==> src/rtl/ravenna_flash_gpio.sv <==
// ravenna_flash_gpio: boot-time sequencer that streams halfwords from an SPI
// flash (continuous read, command 0x03) onto a 16-bit GPIO port, holding each
// halfword for HOLD_CYCLES clocks, then parks with done=1.
// Optional feature macro: RAVENNA_FLASH_WAKE_EN adds a 0xAB release-from-
// power-down transfer followed by a 4-cycle chip-select-high gap before CMD.
module ravenna_flash_gpio #(
    parameter int          CLK_DIV     = 2,
    parameter logic [23:0] START_ADDR  = 24'h000000,
    parameter int          NUM_WORDS   = 4,
    parameter int          HOLD_CYCLES = 16
) (
    input  logic        XCLK,
    input  logic        reset,
    output logic        flash_csb,
    output logic        flash_clk,
    output logic        flash_io0,
    input  logic        flash_io1,
    output logic [15:0] gpio,
    output logic        done
);

    typedef enum logic [2:0] {
        IDLE,
`ifdef RAVENNA_FLASH_WAKE_EN
        WAKE,
        WGAP,
`endif
        CMD,
        ADDR,
        DATA,
        HOLD,
        DONE
    } state_t;

    localparam logic [7:0]  DIV_LAST  = 8'(CLK_DIV - 1);
    localparam logic [15:0] HOLD_LAST = 16'(HOLD_CYCLES - 1);
    localparam logic [15:0] WORDS     = 16'(NUM_WORDS);
    localparam logic [31:0] TX_READ   = {8'h03, START_ADDR};
`ifdef RAVENNA_FLASH_WAKE_EN
    localparam logic [31:0] TX_WAKE   = {8'hAB, 24'h000000};
`endif
    // With a one-cycle half period there is no spare low cycle after the
    // falling edge, so MOSI is launched on the falling edge itself.
    localparam bit EARLY = (CLK_DIV == 1);

    state_t      state;
    logic [7:0]  div_cnt;
    logic [4:0]  bit_cnt;
    logic [31:0] tx_sr;
    logic [15:0] rx_sr;
    logic [15:0] hold_cnt;
    logic [15:0] word_cnt;

    logic        shifting;
    logic [4:0]  bit_last;
    logic        half_end;
    logic        rise;
    logic        fall;

    // Which states run the serial clock and how many bits each transfers
    always_comb begin
        shifting = 1'b0;
        bit_last = 5'd7;
        case (state)
`ifdef RAVENNA_FLASH_WAKE_EN
            WAKE: shifting = 1'b1;
`endif
            CMD:  shifting = 1'b1;
            ADDR: begin
                shifting = 1'b1;
                bit_last = 5'd23;
            end
            DATA: begin
                shifting = 1'b1;
                bit_last = 5'd15;
            end
            default: ;
        endcase
    end

    assign half_end = shifting && (div_cnt == DIV_LAST);
    assign rise     = half_end && !flash_clk;
    assign fall     = half_end && flash_clk;

    // Sequencer FSM with serial engine; every output is a register
    always_ff @(posedge XCLK or posedge reset) begin
        if (reset) begin
            state     <= IDLE;
            flash_csb <= 1'b1;
            flash_clk <= 1'b0;
            flash_io0 <= 1'b0;
            gpio      <= 16'h0000;
            done      <= 1'b0;
            div_cnt   <= 8'd0;
            bit_cnt   <= 5'd0;
            tx_sr     <= 32'd0;
            rx_sr     <= 16'd0;
            hold_cnt  <= 16'd0;
            word_cnt  <= 16'd0;
        end else begin
            // Half-period divider shared by all shifting states
            if (shifting) begin
                if (half_end) begin
                    div_cnt   <= 8'd0;
                    flash_clk <= ~flash_clk;
                end else begin
                    div_cnt <= div_cnt + 8'd1;
                end
            end

            case (state)
                IDLE: begin
                    flash_csb <= 1'b0;
                    flash_clk <= 1'b0;
                    div_cnt   <= 8'd0;
                    bit_cnt   <= 5'd0;
`ifdef RAVENNA_FLASH_WAKE_EN
                    state     <= WAKE;
                    tx_sr     <= TX_WAKE;
                    flash_io0 <= EARLY ? TX_WAKE[31] : 1'b0;
`else
                    state     <= CMD;
                    tx_sr     <= TX_READ;
                    flash_io0 <= EARLY ? TX_READ[31] : 1'b0;
`endif
                end

`ifdef RAVENNA_FLASH_WAKE_EN
                WGAP: begin
                    if (hold_cnt == 16'd3) begin
                        hold_cnt  <= 16'd0;
                        state     <= CMD;
                        flash_csb <= 1'b0;
                        div_cnt   <= 8'd0;
                        bit_cnt   <= 5'd0;
                        tx_sr     <= TX_READ;
                        flash_io0 <= EARLY ? TX_READ[31] : 1'b0;
                    end else begin
                        hold_cnt <= hold_cnt + 16'd1;
                    end
                end

                WAKE,
`endif
                CMD, ADDR: begin
                    // MOSI launched on the first low cycle of each bit
                    if (!EARLY && !flash_clk && (div_cnt == 8'd0))
                        flash_io0 <= tx_sr[31];
                    if (fall) begin
                        tx_sr <= {tx_sr[30:0], 1'b0};
                        if (EARLY)
                            flash_io0 <= tx_sr[30];
                        if (bit_cnt == bit_last) begin
                            bit_cnt <= 5'd0;
                            if (state == ADDR) begin
                                state     <= DATA;
                                flash_io0 <= 1'b0;
                            end
`ifdef RAVENNA_FLASH_WAKE_EN
                            else if (state == WAKE) begin
                                state     <= WGAP;
                                flash_csb <= 1'b1;
                                flash_io0 <= 1'b0;
                                hold_cnt  <= 16'd0;
                            end
`endif
                            else begin
                                state <= ADDR;
                            end
                        end else begin
                            bit_cnt <= bit_cnt + 5'd1;
                        end
                    end
                end

                DATA: begin
                    if (rise)
                        rx_sr <= {rx_sr[14:0], flash_io1};
                    if (fall) begin
                        if (bit_cnt == bit_last) begin
                            bit_cnt  <= 5'd0;
                            hold_cnt <= 16'd0;
                            word_cnt <= word_cnt + 16'd1;
                            state    <= HOLD;
                        end else begin
                            bit_cnt <= bit_cnt + 5'd1;
                        end
                    end
                end

                HOLD: begin
                    // First byte off the wire is the low byte
                    if (hold_cnt == 16'd0)
                        gpio <= {rx_sr[7:0], rx_sr[15:8]};
                    if (hold_cnt == HOLD_LAST) begin
                        hold_cnt <= 16'd0;
                        div_cnt  <= 8'd0;
                        if (word_cnt < WORDS) begin
                            state <= DATA;
                        end else begin
                            state     <= DONE;
                            flash_csb <= 1'b1;
                            done      <= 1'b1;
                        end
                    end else begin
                        hold_cnt <= hold_cnt + 16'd1;
                    end
                end

                DONE: ;

                default: state <= IDLE;
            endcase
        end
    end

endmodule

==> config.mk <==
export PLATFORM = sky130hd
export DESIGN_NAME = ravenna_flash_gpio
export DESIGN_NICKNAME = d
export VERILOG_FILES = /design/src/rtl/ravenna_flash_gpio.sv
export SDC_FILE = /design/constraint.sdc
export NUM_CORES = 1
export LEC_CHECK = 0
export BUFFER_PORTS_ARGS = -buffer_cell sky130_fd_sc_hd__buf_2
export CORE_ASPECT_RATIO = 1.4
export CORE_MARGIN = 10
export CORE_UTILIZATION = 40
export CTS_BUF_LIST = sky130_fd_sc_hd__clkbuf_8 sky130_fd_sc_hd__clkbuf_16
export CTS_CLUSTER_SIZE = 8
export DETAILED_ROUTE_END_ITERATION = 16
export GPL_ROUTABILITY_DRIVEN = 0
export GPL_TIMING_DRIVEN = 0
export PLACE_DENSITY = 0.68
export SETUP_SLACK_MARGIN = 0.1
export SLEW_MARGIN = 20
export SYNTH_ARGS = -nofsm -noshare
export SYNTH_HDL_FRONTEND = slang
export SYNTH_SLANG_ARGS = --single-unit
==> constraint.sdc <==
create_clock -name XCLK -period 2.85 [get_ports XCLK]
set_input_delay 0.57 -clock XCLK [delete_from_list [all_inputs] [get_ports XCLK]]
set_output_delay 0.57 -clock XCLK [all_outputs]
set_load 0.03 [all_outputs]
==> metrics.md, run 1 <==
| Metric | Value |
|---|---|
| Status | finished clean |
| Core footprint | 0.01092 mm2 |
| Total gr overflow | 0 |
| TritonRoute pass-1 iters | 4 |
| Syn. warnings | 0 |
| Fin nets | 459 |
| Skew final | 0.007294 ns |
| Antenna violations before repair | 0 |
| Num CTS Buffers | 9 |
| Synth cell types | 59 |
| Worst slack, placed | 0.4183 ns |
| Vias post-DR | 3165 |
| Worst path bufs/invs | 2 |
| Vias in the first global route | 3085 |
| Tcrit/Tclk final | 85.96% |
| Top FF cell, synth | dfrtp_1 |
| Post-Syn Instances | 413 |
| Maximum clock path buffer count | 2 |
| Leak | 2.454 nW |
| CP Cell Sequence | inv_1 -> ha_1 -> nor4bb_1 -> nand2_1 -> a2111oi_4 -> buf_2 -> nor2_1 |
| Tot GR Track Use | 11.37% |
| Setup Fix Bufs, Post-CTS | 0 |
| Critical Path Start Type | flop |
| Starting DRT DRC Count | 141 |
| CP Data Arrival Time | 2.68 ns |
| Area of the multi-input gates | 0.002059 mm2 |
| Proportion of synthesized chip area in sequential cells | 51.11% |
| Final Hold Slack | 0.2727 ns |
| Min-Delay Path Class | input pin to async pin |
| Total die area | 0.01597 mm2 |
| RSZ-0062 raised after global routing | no |
| Chip height | 145.6 um |
| Final setup vio count | 0 |
| Reg clk slew, reported paths | 0.07 ns |
| Fill count | 987 |
| Share of cells above drive strength 1 | 20.04% |
| Max-cap violations | 0 |
| Cell area power density | 496.2 mW/mm2 |
| Syn-to-layout area delta | 14.94% |
| DR DRC count | 0 |
| Hold Fails Final Rpt | 0 |
| Critical path class | flop to flop |
| Synthesized area per cell | 10.91 um2 |
| Initial core utilization | 41.26% |
| Post-DR wirelength/cell | 14.89 um |
| Largest fanout on the critical path | 10 |
| Final std cells w/o fill | 595 |
| Hold_buf cts | 0 |
| Clk_lat worst skew | 0.34 ns |
| Peak VDD IR | 0.2049 mV |
| Max stage delay on crit path | 0.70 ns |
| Register bit count reported by yosys | 92 |
| Endpoint type of the worst setup path | flop |
| CTS Sinks | 92 |
| Vias per inst | 5.319 |
| DPL Wire Length | 6363 um |
| PnR worst setup slack | 0.4001 ns |
| Die span in x | 109.7 um |
| Fin crit period | 2.450 ns |
| Synthesized area | 0.004507 mm2 |
| Max Clk Rate | 408.2 MHz |
| First-pass GRT wire length | 14790 um |
| Port bufs | 22 |
| Worst-Margin Slew | 0.7498 ns |
| Post-synth EDFFs | 0 |
| WL final | 8859 um |
| Pin count of the biggest net entering global routing | 29 |
| Num ports | 23 |
| Max transition margin | 50.01% |
| Post_cts resized | 0 |
| CTS HTree Levels | 3 |
| TritonCTS clock tree | built |
| Synth async-reset ratio | 100.0% |
| Synthesized Nets | 423 |
| Placed Cells | 579 |
| Clk root buf | clkbuf_16 |
| Antenna viol nets, final | 0 |
| Total negative slack | 0 ns |
| Slowest CP cell | a2111oi_4 |
| FF-to-FF setup slack | 0.40 ns |
| Top cell family by delay on the critical path | compound AO/OA/AOI/OAI gates |
| Reg area | 0.002303 mm2 |
| Final Max Slew Viols | 0 |
| Critical Path RT | 3.08 ns |
| Num rows | 45 |
| Antenna diode count | 0 |
| Util after Layout | 47.42% |
## final timing paths
path / cells past startpoint / startpoint / end
worst max-delay path: 7 / div_cnt[1] / hold_cnt[14]
worst min-delay path: 2 / reset / tx_sr[29]
worst max register to register: 7 / div_cnt[1] / hold_cnt[14]
worst min register to register: 1 / word_cnt[15] / word_cnt[15]
max in group asynchronous: 4 / reset / hold_cnt[15]
min in group XCLK: 2 / flash_io1 / rx_sr[0]
## Yosys cell counts, drive strengths merged, types with 8 or more instances
master  number  area share [%]
nor4         8             1.8
xor2        20             3.9
dfrtp       91              51
nor3        11             1.2
o21ai       26             2.9
mux2        33             9.1
nand3       16             1.8
and4         9             1.8
buf         10             1.8
a21oi       16             1.9
inv         10            0.83
nor2        27             2.2
nand2       45             3.9
## cell usage in the layout (no fill, tap or decap), drive strengths merged, types with 9 or more instances in the layout
cell type	netlist	layout
and4	9	9
nor3	11	11
nor2	27	27
mux2	33	33
a21oi	16	16
inv	10	11
dfrtp	91	91
o21ai	26	26
nand2	45	45
buf	10	35
xor2	20	20
clkbuf	7	17
nand3	16	16
## power by group
part	internal, mW	total (mW)	leakage, nW	switching [mW]
clock network	0.710	1.22	0.149	0.514
logic	0.0127	0.0397	1.03	0.0270
registers	1.31	1.31	1.27	0.000647
## area by class of cell
cell class	count	area share, %
sequential	92	44.47
multi-input combinational	294	39.76
clock buffer	10	4.614
timing repair buffer	25	3.575
tap	141	3.406
buffer	17	2.053
clock inverter	6	1.329
inverter	10	0.7971
## through the flow
stage / power [mW] / area, um2
2_1_floorplan: 1.352 / 4511
3_3_place_gp: 1.361 / 4797
3_5_place_dp: 1.374 / 4872
4_1_cts: 2.594 / 5180
5_1_grt: 2.655 / 5180
6_report: 2.570 / 5180
## cell families after synthesis
family          Yosys count  synth area share [%]
simple gates            165                 20.38
flops                    92                 51.11
mux                      35                 9.522
xor+xnor                 27                 5.247
fa+ha+maj                 7                 1.943
compound gates           60                 8.606
buf+inv                  27                 3.193
## flip-flops by register name, summed over array words and instances, names as in the netlist, 3 cells and up
register	count
rx_sr	16
hold_cnt	16
gpio	16
bit_cnt	5
tx_sr	8
div_cnt	8
word_cnt	16
state	3
## per-layer routing
layer	share of wire, %	track usage (%)	up-vias
li1	-	-	1535
met1	43	13.68	1559
met2	52	18.68	62
met3	3.2	1.505	9
met4	1.5	6.527	0
met5	0	0	-
Note: power is estimated with default switching activity, not from simulation.
==> run 2, diff against run 1 <==
--- a/config.mk
+++ b/config.mk
@@ -14,7 +14,7 @@
 export DETAILED_ROUTE_END_ITERATION = 16
 export GPL_ROUTABILITY_DRIVEN = 0
 export GPL_TIMING_DRIVEN = 0
-export PLACE_DENSITY = 0.68
+export PLACE_DENSITY = 0.64
 export SETUP_SLACK_MARGIN = 0.1
 export SLEW_MARGIN = 20
 export SYNTH_ARGS = -nofsm -noshare
==> metrics.md, run 2 (same netlist as run 1, synthesis figures left out) <==
| Metric | Value |
|---|---|
| Status | finished clean |
| Slowest CP cell | or4_1 |
| Worst path bufs/invs | 1 |
| CP Cell Sequence | or4_1 -> nor4_4 -> buf_2 -> nand2_1 -> o21ai_0 -> o21ai_0 |
| Vias per inst | 5.354 |
| Num rows | 45 |
| Num CTS Buffers | 9 |
| Clk root buf | clkbuf_16 |
| Leak | 2.443 nW |
| Total gr overflow | 0 |
| RSZ-0062 raised after global routing | no |
| DPL Wire Length | 6416 um |
| Starting DRT DRC Count | 196 |
| Reg clk slew, reported paths | 0.06 ns |
| Worst-Margin Slew | 0.7301 ns |
| Min-Delay Path Class | input pin to async pin |
| Cell area power density | 491.5 mW/mm2 |
| Post_cts resized | 0 |
| Combinational Power Share | 1.5% |
| Hold Fails Final Rpt | 0 |
| Num ports | 23 |
| TritonCTS clock tree | built |
| Vias in the first global route | 3270 |
| Final setup vio count | 0 |
| CP Data Arrival Time | 2.62 ns |
| Chip height | 145.6 um |
| Max transition margin | 51.22% |
| Antenna violations before repair | 0 |
| Total negative slack | 0 ns |
| Critical Path RT | 3.05 ns |
| Top cell family by delay on the critical path | simple AND/OR/NAND/NOR gates |
| Syn-to-layout area delta | 14.38% |
| Max stage delay on crit path | 0.59 ns |
| Peak VDD IR | 0.2243 mV |
| WL final | 9043 um |
| Port bufs | 22 |
| Most common cell after layout, fill and taps aside | dfrtp_1 |
| Final instance area | 0.005155 mm2 |
| Total die area | 0.01597 mm2 |
| Max-cap violations | 0 |
| Tcrit/Tclk final | 85.17% |
| DR DRC count | 0 |
| Setup Fix Bufs, Post-CTS | 0 |
| Post-DR wirelength/cell | 15.22 um |
| Fin nets | 459 |
| CTS HTree Levels | 3 |
| Skew final | 0.006006 ns |
| Critical Path Start Type | flop |
| Final Max Slew Viols | 0 |
| Net Sw Frac | 21.30% |
| Hold_buf cts | 0 |
| Share of cells above drive strength 1 | 19.87% |
| Endpoint type of the worst setup path | flop |
| Commonest non-fill, non-tap cells in the layout | dfrtp_1 (91), nand2_1 (44), buf_2 (28) |
| Fill count | 1012 |
| Critical path class | flop to flop |
| Pin count of the biggest net entering global routing | 35 |
| CTS Sinks | 92 |
| Fin crit period | 2.427 ns |
| Largest fanout on the critical path | 10 |
| Clk pwr share | 46.9% |
| Antenna viol nets, final | 0 |
| First-pass GRT wire length | 15730 um |
| Tot GR Track Use | 12.12% |
| Core footprint | 0.01092 mm2 |
| Area post-placement | 0.004865 mm2 |
| Reg power frac | 51.6% |
| Maximum clock path buffer count | 2 |
| Max Clk Rate | 412.0 MHz |
| Cell repeated most along the worst path | o21ai_0 |
| Die span in x | 109.7 um |
| Vias post-DR | 3180 |
| P_int | 1.994 mW |
| Net Sw Power | 0.5397 mW |
| Antenna diode count | 0 |
| Clk_lat worst skew | 0.35 ns |
| Initial core utilization | 41.26% |
| TritonRoute pass-1 iters | 4 |
## run 2: changes by cell type in the layout (fill, tap and decap cells not counted)
cell | previous run | this run
inv_6 | 2 | 1
clkinv_2 | 1 | 2
buf_16 | 2 | 1
buf_12 | 2 | 3
clkbuf_8 | 1 | 0
## run 2: area by class of cell
type / instances / area, um2 / area share [%]
Sequential cell: 92 / 2303 / 44.68
Multi-Input combinational cell: 294 / 2059 / 39.95
Clock buffer: 9 / 225.2 / 4.369
Timing Repair Buffer: 25 / 177.7 / 3.447
Tap cell: 141 / 176.4 / 3.422
Buffer: 17 / 106.4 / 2.063
Clock inverter: 6 / 65.06 / 1.262
Inverter: 10 / 41.29 / 0.8010
## run 2: routing by layer
metal | track usage [%] | up-vias | share of wire, %
li1 | - | 1540 | -
met2 | 19.70 | 36 | 52
met5 | 0 | - | 0
met4 | 5.091 | 0 | 1.8
met3 | 3.409 | 12 | 3.4
met1 | 14.45 | 1592 | 43
## run 2: power by group through the flow
stage	combinational [mW]	sequential [mW]	clock [mW]
floorplan	0.0204	1.33	0
global placement	0.0291	1.33	0
detailed placement	0.0418	1.33	0
CTS	0.0418	1.31	1.22
global route	0.0452	1.31	1.27
finish	0.0390	1.31	1.19
## run 2: worst paths after layout
check	slack [ns]	from	endpoint	cells after the start
min in group XCLK	0.47	flash_io1	rx_sr[0]	2
hold reg to reg	0.47	word_cnt[15]	word_cnt[15]	1
setup / recovery	0.42	hold_cnt[12]	state[2]	6
max in group asynchronous	2.06	reset	gpio[0]	4
hold / removal	0.17	reset	div_cnt[0]	2
setup reg to reg	0.42	hold_cnt[12]	state[2]	6
## run 2: stage by stage
stage,power [mW],setup WS [ns],cells,hold WS (ns),util [%]
2_1_floorplan,1.352,0.6238,413,0.4420,-
3_3_place_gp,1.361,0.4509,576,0.4573,43.92
3_5_place_dp,1.373,0.4010,579,0.4631,44.54
4_1_cts,2.568,0.3929,594,0.1633,47.19
5_1_grt,2.625,0.1543,594,0.1712,47.19
6_report,2.534,0.4225,594,0.1652,47.19
==> run 3, diff against run 2 <==
--- a/config.mk
+++ b/config.mk
@@ -6,15 +6,17 @@
 export NUM_CORES = 1
 export LEC_CHECK = 0
 export BUFFER_PORTS_ARGS = -buffer_cell sky130_fd_sc_hd__buf_2
+export CELL_PAD_IN_SITES_DETAIL_PLACEMENT = 1
+export CELL_PAD_IN_SITES_GLOBAL_PLACEMENT = 1
 export CORE_ASPECT_RATIO = 1.4
 export CORE_MARGIN = 10
-export CORE_UTILIZATION = 40
+export CORE_UTILIZATION = 44
 export CTS_BUF_LIST = sky130_fd_sc_hd__clkbuf_8 sky130_fd_sc_hd__clkbuf_16
 export CTS_CLUSTER_SIZE = 8
 export DETAILED_ROUTE_END_ITERATION = 16
 export GPL_ROUTABILITY_DRIVEN = 0
 export GPL_TIMING_DRIVEN = 0
-export PLACE_DENSITY = 0.64
+export PLACE_DENSITY = 0.81
 export SETUP_SLACK_MARGIN = 0.1
 export SLEW_MARGIN = 20
 export SYNTH_ARGS = -nofsm -noshare
==> metrics.md, run 3 (same netlist as run 1, synthesis figures left out) <==
| Metric | Value |
|---|---|
| Status | finished clean |
| Hold_buf cts | 0 |
| Clk pwr share | 45.1% |
| Total die area | 0.01475 mm2 |
| Peak VDD IR | 0.2836 mV |
| Largest fanout on the critical path | 10 |
| Chip height | 139.8 um |
| Met3 usage | 3.281% |
| TritonCTS clock tree | built |
| Net Sw Power | 0.5439 mW |
| P_int | 1.912 mW |
| Min-Delay Path Class | input pin to async pin |
| CTS Sinks | 92 |
| Fin nets | 459 |
| Met2 GRT Util | 28.01% |
| Antenna diode count | 0 |
| Post-DR wirelength/cell | 18.21 um |
| Die span in x | 105.5 um |
| Maximum clock path buffer count | 2 |
| Initial core utilization | 45.28% |
| Reg power frac | 53.2% |
| Max transition margin | 54.45% |
| Tot GR Track Use | 15.31% |
| Met1 Use GR | 16.17% |
| Worst r2r src | hold_cnt[12] |
| Area post-placement | 0.004865 mm2 |
| CP Data Arrival Time | 2.79 ns |
| Total gr overflow | 0 |
| Num CTS Buffers | 9 |
| Syn-to-layout area delta | 14.13% |
| Final Max Slew Viols | 0 |
| FF-to-FF setup slack | 0.34 ns |
| Max stage delay on crit path | 0.61 ns |
| Port bufs | 22 |
| Num rows | 43 |
| Starting DRT DRC Count | 148 |
| Post_cts resized | 0 |
| TritonRoute pass-1 iters | 4 |
| Leak | 2.432 nW |
| Commonest non-fill, non-tap cells in the layout | dfrtp_1 (91), nand2_1 (44), buf_2 (28) |
| Reg clk slew, reported paths | 0.06 ns |
| Antenna viol nets, final | 0 |
| Final instance area | 0.005144 mm2 |
| Cell count of the worst reg-to-reg path | 6 |
| Core footprint | 0.009953 mm2 |
| Final setup vio count | 0 |
| Num ports | 23 |
| Hold Fails Final Rpt | 0 |
| Setup crit end | state[0] |
| Most common cell after layout, fill and taps aside | dfrtp_1 |
| Max Clk Rate | 397.8 MHz |
| Vias post-DR | 3278 |
| Combinational Power Share | 1.7% |
| Net Sw Frac | 22.15% |
| CP Cell Sequence | or4_1 -> nor4_4 -> buf_2 -> nor2_1 -> o21ai_0 -> and2_1 |
| DR DRC count | 0 |
| Antenna violations before repair | 0 |
| Setup Fix Bufs, Post-CTS | 0 |
| DPL Wire Length | 7786 um |
| RSZ-0062 raised after global routing | no |
| Critical Path RT | 3.12 ns |
| Clk root buf | clkbuf_16 |
| Vias in the first global route | 3602 |
| Cell area power density | 477.5 mW/mm2 |
| First-pass GRT wire length | 18500 um |
| Overall power | 2.456 mW |
| Vias per inst | 5.565 |
| Share of cells above drive strength 1 | 20.04% |
| Pin count of the biggest net entering global routing | 29 |
| Skew final | 0.006261 ns |
| Critical Path Start Type | flop |
| Total negative slack | 0 ns |
| R2r endpoint | state[0] |
| Slowest CP cell | nor4_4 |
| CTS HTree Levels | 3 |
| Max-cap violations | 0 |
| Tcrit/Tclk final | 88.21% |
| Clk_lat worst skew | 0.35 ns |
| GRT busiest layer | met2 |
| Critical path class | flop to flop |
| Fin crit period | 2.514 ns |
| Final Hold Slack | 0.2422 ns |
| Endpoint type of the worst setup path | flop |
| WL final | 10720 um |
| Critical path startpoint | hold_cnt[12] |
| Worst-Margin Slew | 0.6833 ns |
-- run 3: changes by cell type in the layout (fill, tap and decap cells not counted), sizes merged --
cell / previous run / this run
clkinvlp: 2 / 4
bufinv: 1 / 0
clkinv: 3 / 4
inv: 10 / 9
-- run 3: final cells by class --
type	count	area (um2)
inverter	10	41.29
buffer	17	106.4
sequential	92	2303
timing repair buffer	25	185.2
multi-input combinational	294	2059
clock inverter	7	53.80
clock buffer	9	225.2
tap	135	168.9
fill	1094	4810
-- run 3: power groups by stage --
stage,Sequential [mW],Combinational (mW),Clock [mW]
after global placement,1.33,0.0288,0
after global routing,1.31,0.0476,1.20
final,1.31,0.0408,1.11
after floorplan,1.33,0.0204,0
after CTS,1.31,0.0431,1.13
after detailed placement,1.33,0.0433,0
-- run 3: metrics by stage --
stage | std cells | worst slack, ns | util (%)
after global placement | 570 | 0.4210 | 48.12
after detailed placement | 573 | 0.3163 | 48.87
after global routing | 589 | 0.1188 | 51.68
final | 589 | 0.3359 | 51.68
after floorplan | 413 | 0.6238 | -
after CTS | 589 | 0.1666 | 51.68
-- run 3: worst max-delay path, delay by kind of cell, from the launching register on --
family / cells / cell delay, ns
AOI/OAI and AO/OA: 1 / 0.21
buffers and inverters: 1 / 0.35
and+or+nand+nor: 4 / 1.45
DFF: 1 / 0.43
-- run 3: routing by layer --
layer	routed length [um]	part of all wire, %
met5	0	0
met4	294	2.7
met3	325	3.0
met2	5876	55
met1	4227	39
-- run 3: worst min path at each step --
stage                   endpoint  cells past startpoint
floorplan           word_cnt[15]                      1
global placement    word_cnt[15]                      1
detailed placement      gpio[10]                      1
CTS                  hold_cnt[9]                      2
global route         hold_cnt[8]                      2
finish               hold_cnt[8]                      2
